==> config.mk <==
export PLATFORM = sky130hd
export DESIGN_NAME = menu_ctrl
export DESIGN_NICKNAME = d
export VERILOG_FILES = /design/src/rtl/menu_ctrl_pkg.sv /design/src/rtl/menu_ctrl_btn_debounce.sv /design/src/rtl/menu_ctrl.sv
export SDC_FILE = /design/constraint.sdc
export NUM_CORES = 1
export LEC_CHECK = 0
export CORE_MARGIN = 4
export CORE_UTILIZATION = 45
export DETAILED_ROUTE_END_ITERATION = 8
export HOLD_SLACK_MARGIN = 0.08
export SLEW_MARGIN = 5
export SYNTH_ARGS = -nofsm -noshare
export SYNTH_HDL_FRONTEND = slang
export SYNTH_HIERARCHICAL = 1
export SYNTH_SLANG_ARGS = --single-unit
==> constraint.sdc <==
create_clock -name clk -period 5.3 [get_ports clk]
set_input_delay 1.325 -clock clk [delete_from_list [all_inputs] [get_ports clk]]
set_output_delay 1.325 -clock clk [all_outputs]
set_load 0.02 [all_outputs]
==> src/rtl/menu_ctrl_pkg.sv <==
// Shared definitions for the OSD menu: FSM states, item and button numbering,
// and the 5-digit BCD step helpers used by the editor.
package menu_ctrl_pkg;

    typedef enum logic [1:0] {
        ST_HIDDEN = 2'd0,
        ST_NAV    = 2'd1,
        ST_EDIT   = 2'd2,
        ST_COMMIT = 2'd3
    } state_t;

    localparam int ITEM_MODE = 0;
    localparam int ITEM_AGC  = 1;
    localparam int ITEM_LVL1 = 2;
    localparam int ITEM_LVL2 = 3;
    localparam int ITEM_TINT = 4;
    localparam int NUM_ITEMS = 5;

    localparam int BTN_UP   = 0;
    localparam int BTN_DOWN = 1;
    localparam int BTN_SEL  = 2;
    localparam int NUM_BTNS = 3;

    // Ripple a +1 through the digits; a 9 rolls to 0 and carries on.
    function automatic logic [19:0] bcd_inc20(input logic [19:0] v);
        logic [19:0] r;
        logic        carry;
        r     = v;
        carry = 1'b1;
        for (int i = 0; i < 5; i++) begin
            if (carry) begin
                if (r[i*4 +: 4] == 4'd9) begin
                    r[i*4 +: 4] = 4'd0;
                end else begin
                    r[i*4 +: 4] = r[i*4 +: 4] + 4'd1;
                    carry       = 1'b0;
                end
            end
        end
        return r;
    endfunction

    function automatic logic [19:0] bcd_dec20(input logic [19:0] v);
        logic [19:0] r;
        logic        borrow;
        r      = v;
        borrow = 1'b1;
        for (int i = 0; i < 5; i++) begin
            if (borrow) begin
                if (r[i*4 +: 4] == 4'd0) begin
                    r[i*4 +: 4] = 4'd9;
                end else begin
                    r[i*4 +: 4] = r[i*4 +: 4] - 4'd1;
                    borrow      = 1'b0;
                end
            end
        end
        return r;
    endfunction

endpackage

==> src/rtl/menu_ctrl_btn_debounce.sv <==
// Synchronise, debounce and pulse-ify one raw push-button, with optional
// auto-repeat while the accepted level stays high.
module btn_debounce #(
    parameter logic [15:0] DEB_CNT   = 16'd50000,
    parameter logic [23:0] RPT_CNT   = 24'd5000000,
    parameter bit          REPEAT_EN = 1'b1
) (
    input  logic clk,
    input  logic rst,
    input  logic raw,
    output logic press
);

    logic [1:0]  sync_reg;
    logic        level_reg;
    logic [15:0] deb_cnt_reg;
    logic [23:0] rpt_cnt_reg;
    logic        press_reg;

    always_ff @(posedge clk) begin
        if (!rst) begin
            sync_reg    <= 2'b00;
            level_reg   <= 1'b0;
            deb_cnt_reg <= 16'd0;
            rpt_cnt_reg <= 24'd0;
            press_reg   <= 1'b0;
        end else begin
            sync_reg  <= {sync_reg[0], raw};
            press_reg <= 1'b0;
            if (sync_reg[1] == level_reg) begin
                deb_cnt_reg <= 16'd0;
                if (REPEAT_EN && level_reg) begin
                    if (rpt_cnt_reg == RPT_CNT - 24'd1) begin
                        rpt_cnt_reg <= 24'd0;
                        press_reg   <= 1'b1;
                    end else begin
                        rpt_cnt_reg <= rpt_cnt_reg + 24'd1;
                    end
                end else begin
                    rpt_cnt_reg <= 24'd0;
                end
            end else begin
                // Any disagreement restarts the repeat interval, so a release
                // in progress can never emit a late repeat pulse.
                rpt_cnt_reg <= 24'd0;
                if (deb_cnt_reg == DEB_CNT - 16'd1) begin
                    deb_cnt_reg <= 16'd0;
                    level_reg   <= sync_reg[1];
                    press_reg   <= sync_reg[1];
                end else begin
                    deb_cnt_reg <= deb_cnt_reg + 16'd1;
                end
            end
        end
    end

    assign press = press_reg;

endmodule

==> src/rtl/menu_ctrl.sv <==
// OSD menu producer: debounced buttons drive a navigate/edit/commit FSM over
// five BCD parameters; everything the renderer sees is latched on newframe.
module menu_ctrl
    import menu_ctrl_pkg::*;
#(
    parameter logic [15:0] DEB_CNT        = 16'd50000,
    parameter logic [23:0] RPT_CNT        = 24'd5000000,
    parameter logic [9:0]  TIMEOUT_FRAMES = 10'd600,
    parameter logic [19:0] MODE_MAX       = 20'h00003,
    parameter logic [19:0] AGC_MAX        = 20'h00002,
    parameter logic [19:0] LVL1_MAX       = 20'h65535,
    parameter logic [19:0] LVL2_MAX       = 20'h09999,
    parameter logic [19:0] TINT_MAX       = 20'h00100,
    parameter logic [19:0] DEF0           = 20'h00000,
    parameter logic [19:0] DEF1           = 20'h00000,
    parameter logic [19:0] DEF2           = 20'h00000,
    parameter logic [19:0] DEF3           = 20'h00000,
    parameter logic [19:0] DEF4           = 20'h00000
) (
    input  logic        clk,
    input  logic        rst,
    input  logic        newframe,
    input  logic        btn_up,
    input  logic        btn_down,
    input  logic        btn_sel,
    output logic [19:0] out_mode,
    output logic [19:0] out_Type_AGC,
    output logic [19:0] out_Set_LVL1,
    output logic [19:0] out_Set_LVL2,
    output logic [19:0] out_Time_int,
    output logic [2:0]  cursor,
    output logic        edit_active,
    output logic        menu_visible
);

    localparam logic [NUM_ITEMS-1:0][19:0] DEF_TAB = {DEF4, DEF3, DEF2, DEF1, DEF0};

    logic [NUM_BTNS-1:0] raw_vec;
    logic [NUM_BTNS-1:0] press_vec;

    assign raw_vec = {btn_sel, btn_down, btn_up};

    for (genvar gi = 0; gi < NUM_BTNS; gi++) begin : g_btn
        btn_debounce #(
            .DEB_CNT   (DEB_CNT),
            .RPT_CNT   (RPT_CNT),
            .REPEAT_EN (gi != BTN_SEL)
        ) u_deb (
            .clk   (clk),
            .rst   (rst),
            .raw   (raw_vec[gi]),
            .press (press_vec[gi])
        );
    end

    logic sel_evt, up_evt, down_evt, any_press;

    // Select wins outright; up and down together cancel each other.
    assign sel_evt   = press_vec[BTN_SEL];
    assign up_evt    = press_vec[BTN_UP]   & ~press_vec[BTN_DOWN] & ~press_vec[BTN_SEL];
    assign down_evt  = press_vec[BTN_DOWN] & ~press_vec[BTN_UP]   & ~press_vec[BTN_SEL];
    assign any_press = |press_vec;

    state_t                      state_reg;
    logic [2:0]                  cursor_reg;
    logic [19:0]                 working_reg;
    logic [NUM_ITEMS-1:0][19:0]  item_reg;
    logic [9:0]                  frame_cnt_reg;
    logic [19:0]                 cur_max;

    always_comb begin
        cur_max = 20'h00000;
        case (cursor_reg)
            3'd0:    cur_max = MODE_MAX;
            3'd1:    cur_max = AGC_MAX;
            3'd2:    cur_max = LVL1_MAX;
            3'd3:    cur_max = LVL2_MAX;
            3'd4:    cur_max = TINT_MAX;
            default: cur_max = 20'h00000;
        endcase
    end

    always_ff @(posedge clk) begin
        if (!rst) begin
            state_reg     <= ST_HIDDEN;
            cursor_reg    <= 3'd0;
            working_reg   <= DEF_TAB[0];
            frame_cnt_reg <= 10'd0;
            for (int i = 0; i < NUM_ITEMS; i++) begin
                item_reg[i] <= DEF_TAB[i];
            end
        end else begin
            case (state_reg)
                ST_HIDDEN: begin
                    if (sel_evt) begin
                        state_reg <= ST_NAV;
                    end
                end
                ST_NAV: begin
                    if (sel_evt) begin
                        working_reg <= item_reg[cursor_reg];
                        state_reg   <= ST_EDIT;
                    end else if (up_evt) begin
                        cursor_reg <= (cursor_reg == 3'd4) ? 3'd0 : cursor_reg + 3'd1;
                    end else if (down_evt) begin
                        cursor_reg <= (cursor_reg == 3'd0) ? 3'd4 : cursor_reg - 3'd1;
                    end
                end
                ST_EDIT: begin
                    if (sel_evt) begin
                        state_reg <= ST_COMMIT;
                    end else if (up_evt && (working_reg < cur_max)) begin
                        working_reg <= bcd_inc20(working_reg);
                    end else if (down_evt && (working_reg != 20'h00000)) begin
                        working_reg <= bcd_dec20(working_reg);
                    end
                end
                ST_COMMIT: begin
                    item_reg[cursor_reg] <= working_reg;
                    state_reg            <= ST_NAV;
                end
                default: state_reg <= ST_HIDDEN;
            endcase

            // Inactivity timeout; only reachable on cycles with no press, so it
            // never collides with a transition taken above.
            if (any_press) begin
                frame_cnt_reg <= 10'd0;
            end else if (newframe && (state_reg == ST_NAV || state_reg == ST_EDIT)) begin
                if (frame_cnt_reg == TIMEOUT_FRAMES - 10'd1) begin
                    frame_cnt_reg <= 10'd0;
                    state_reg     <= ST_HIDDEN;
                end else begin
                    frame_cnt_reg <= frame_cnt_reg + 10'd1;
                end
            end
        end
    end

    logic [19:0] disp_val [NUM_ITEMS];

    for (genvar gi = 0; gi < NUM_ITEMS; gi++) begin : g_disp
        logic [19:0] val_reg;

        always_ff @(posedge clk) begin
            if (!rst) begin
                val_reg <= DEF_TAB[gi];
            end else if (newframe) begin
                val_reg <= (state_reg == ST_EDIT && cursor_reg == 3'(gi)) ? working_reg
                                                                           : item_reg[gi];
            end
        end

        assign disp_val[gi] = val_reg;
    end

    logic [2:0] disp_cursor_reg;
    logic       edit_active_reg;
    logic       menu_visible_reg;

    always_ff @(posedge clk) begin
        if (!rst) begin
            disp_cursor_reg  <= 3'd0;
            edit_active_reg  <= 1'b0;
            menu_visible_reg <= 1'b0;
        end else if (newframe) begin
            disp_cursor_reg  <= cursor_reg;
            edit_active_reg  <= (state_reg == ST_EDIT);
            menu_visible_reg <= (state_reg != ST_HIDDEN);
        end
    end

    assign out_mode     = disp_val[ITEM_MODE];
    assign out_Type_AGC = disp_val[ITEM_AGC];
    assign out_Set_LVL1 = disp_val[ITEM_LVL1];
    assign out_Set_LVL2 = disp_val[ITEM_LVL2];
    assign out_Time_int = disp_val[ITEM_TINT];
    assign cursor       = disp_cursor_reg;
    assign edit_active  = edit_active_reg;
    assign menu_visible = menu_visible_reg;

endmodule

==> metrics.md <==
| Metric | Value |
|---|---|
| CTS tree | `done` |
| Max layer used | `met4` |
| Vias in the first global route | `~14000` |
| Fin cells | `~2600` |
| I/O Buffers | `110` |
| Setup tns final | `0 ns` |
| Mux cell area share after synthesis | `5.41%` |
| Area leader, netlist | `dfxtp_1` |
| Total core area | `36800 sq um` |
| HPWL after DPL | `around 35000 um` |
| Multi-input combinational cell area | `9110 sq um` |
| Max Root-Sink Buffers | `3` |
| Worst EP required | `5.75 ns` |
| Slew HR | `about a fifth` |
| YS warnings | `6` |
| Cts repair resizes | `0` |
| Global-route wire length before repair | `80200 um` |
| Async S/R FF share, synth | `0%` |
| Row cnt | `70` |
| Setup violations, final | `0` |
| Critical Path End Type | `flop` |
| Routed length on met3 | `a little under 4000 um` |
| Minimum clock period | `4.29 ns` |
| Max Slew Vio Count | `0` |
| Overflow after GRT | `0` |
| Vias post-DR | `roughly 15000` |
| Clock Root Buffer | `clkbuf_16` |
| Seq/Total Area, Yosys | `41.3%` |
| MaxCap Viol Count | `0` |
| Post-route DRC | `0` |
| WL per Instance | `20.1 um` |
| Final core occ | `53.2%` |
| Worst EP arrival | `approximately 4.7 ns` |
| Routability cong. | `0.936` |
| Post-DR vias/cell | `5.94` |
| Synth top area cells | `dfxtp_1, nand2_1, nor2_1, a21oi_1, mux2i_1` |
| I/O pin count | `111` |
| Dpl cell area | `18200 sq um` |
| Layout fillers | `3484` |
| Maximum VDD drop | `0.000261 V` |
| Setup Buffers After CTS | `0` |
| Initial antenna violation count | `2` |
| Worst-path clk slew | `0.06 ns` |
| Die Y | `202 um` |
| Clock Sinks | `348` |
| GRT Total Usage | `24.3%` |
| Post-synthesis compound-gate area fraction | `16.6%` |
| Met2 wire length | `~23000 um` |
| Cell Area, Synth | `between 15000 and 20000 sq um` |
| Die Footprint | `around 41000 sq um` |
| Max FFs per register | `100` |
| CTS buffer count | `40` |
| Post-Synthesis Cells | `2046` |
| Post-Synth Adder-Cell Area | `2.30%` |
| Post-synthesis simple-gate area fraction | `roughly a quarter` |
| Fraction of layout cells with a size suffix above 1 | `8.22%` |
| Max Freq | `233 MHz` |
| Antenna-violating nets left | `0` |
| Number of synthesized register bits | `348` |
| Final Cell Area | `~20000 sq um` |
| Measured slew at the worst slew-check pin | `1.21 ns` |
| Initial Utilization | `45.8%` |
| DR pass1 iterations | `5` |
| Net count after synthesis | `2083` |
| Register area | `6970 sq um` |
| Total Nets Final | `roughly 2100` |
| Largest net degree at the start of global routing | `207` |
| Htree depth | `2` |
| Largest family of logic cells by synthesized area | `simple AND/OR/NAND/NOR gates` |
| Inst Count DP | `2487` |
| M1 WL | `23200 um` |
| Cell area power density | `299 nW/um^2` |
| Number of hold buffers added after cts | `0` |
| Final Hold Vio Count | `0` |
| Die width | `202 um` |
| Synth Area per Inst | `8.24 sq um` |
| Leading register cell type out of synthesis | `dfxtp_1` |
| Top cell type's share of synthesized area | `41.3%` |
| Post-synth EDFFs | `0` |
| CP startpoint kind | `flop` |
| Layout area overhead | `16.2%` |
| Tightest Hold Check Type | `reg2reg` |
| Worst-Skew Late Latency | `about 0.56 ns` |
| RSZ-0062 raised after global routing | `no` |
| Total wire length | `51500 um` |
| Synth Area in XOR/XNOR | `4.16%` |
| Crit Path Category | `reg2reg` |
| Period utilization | `around four fifths` |
| Layout Skew | `0.0274 ns` |
| Status | `finished, final reports clean` |
| Crit Path Max Fanout | `23` |
| Iter 0 DRT Violations | `around 1400` |
| P_leak | `6.55 nW` |
| Unique masters post-synth | `88` |
-- report_power, final --
part           switching [mW]  internal [mW]
registers              0.0240           2.66
clock network            1.11           1.82
logic                   0.146         0.0988
-- cell usage in the layout, fill, tap and decap left out, drive strengths merged, types with 49 or more instances in the layout --
master,instances
clkdlybuf4s50,108
nand3,112
a311oi,63
dfxtp,348
a21oi,152
nor2,244
mux2i,57
clkbuf,58
nand2,345
a211oi,49
-- stage by stage --
step / power, mW / worst slack (ns) / hold WS (ns)
floorplan: 2.88 / 0.980 / 0.412
global placement: 2.98 / 1.21 / 0.415
detailed placement: 2.99 / 1.13 / 0.427
CTS: 5.92 / 1.10 / 0.436
global route: 6.04 / 0.795 / 0.459
finish: 5.85 / 1.01 / 0.435
-- area by class of cell --
| class | count | area share [%] |
|---|---|---|
| inverters | 24 | 0.486 |
| well taps | 468 | 2.99 |
| clock buffers | 58 | 6.13 |
| diodes | 1 | 0.0128 |
| multi-input cells | 1499 | 46.5 |
| repair buffers | 148 | 7.19 |
| flip-flops and latches | 348 | 35.6 |
| clock inverters | 15 | 1.08 |
-- worst max-delay path, stage by stage (launching register included) --
cell	delay [ns]
dfxtp_2	0.57
inv_1	0.25
ha_1	0.28
nor2b_1	0.15
buf_4	0.23
a211oi_1	0.27
ha_1	0.17
nand4b_1	0.12
a2111o_1	0.40
a21oi_4	0.35
nor2_2	0.06
o21ai_1	0.74
or2_4	0.28
mux2_4	0.29
-- Yosys cell counts (11+ instances only) --
master / count
o31ai_1: 11
clkbuf_1: 139
and2_1: 14
a311oi_1: 63
nor4_1: 14
and3_1: 18
nor3_1: 29
a21oi_1: 148
mux2i_1: 57
nor2_1: 240
nand4_1: 33
a211oi_1: 49
nand2_1: 343
dfxtp_1: 348
buf_1: 11
or3_1: 20
xor2_1: 40
inv_1: 23
ha_1: 31
mux4_2: 13
xnor2_1: 40
buf_2: 18
o21ai_0: 38
nand2b_1: 11
nand3_1: 112
-- metal layers --
layer  GRT usage (%)  vias to the layer above
met5               0                        -
met4            8.33                        0
met3            5.43                       96
met2            37.6                      542
met1            33.8                     7243
li1                -                     7331
-- path summary, 6_finish.rpt --
check | cells past startpoint | startpoint | slack, ns | endpoint
setup / recovery | 13 | cursor_reg[0]$_SDFFE_PN0P_ | 1.01 | working_reg[18]$_SDFFE_PN0P_
hold / removal | 1 | g_btn[2].u_deb/sync_reg[0]$_SDFF_PN0_ | 0.43 | g_btn[2].u_deb/sync_reg[1]$_SDFF_PN0_
setup reg to reg | 13 | cursor_reg[0]$_SDFFE_PN0P_ | 1.01 | working_reg[18]$_SDFFE_PN0P_
hold reg to reg | 1 | g_btn[2].u_deb/sync_reg[0]$_SDFF_PN0_ | 0.43 | g_btn[2].u_deb/sync_reg[1]$_SDFF_PN0_
-- cell families after synthesis --
kind of cell,Yosys count
and+or+nand+nor,909
adders and majority gates,31
DFF,348
buffers and inverters,199
muxes,74
xor gates and xnor gates,80
AOI/OAI and AO/OA,405
Power figures use the tool's default switching activity.
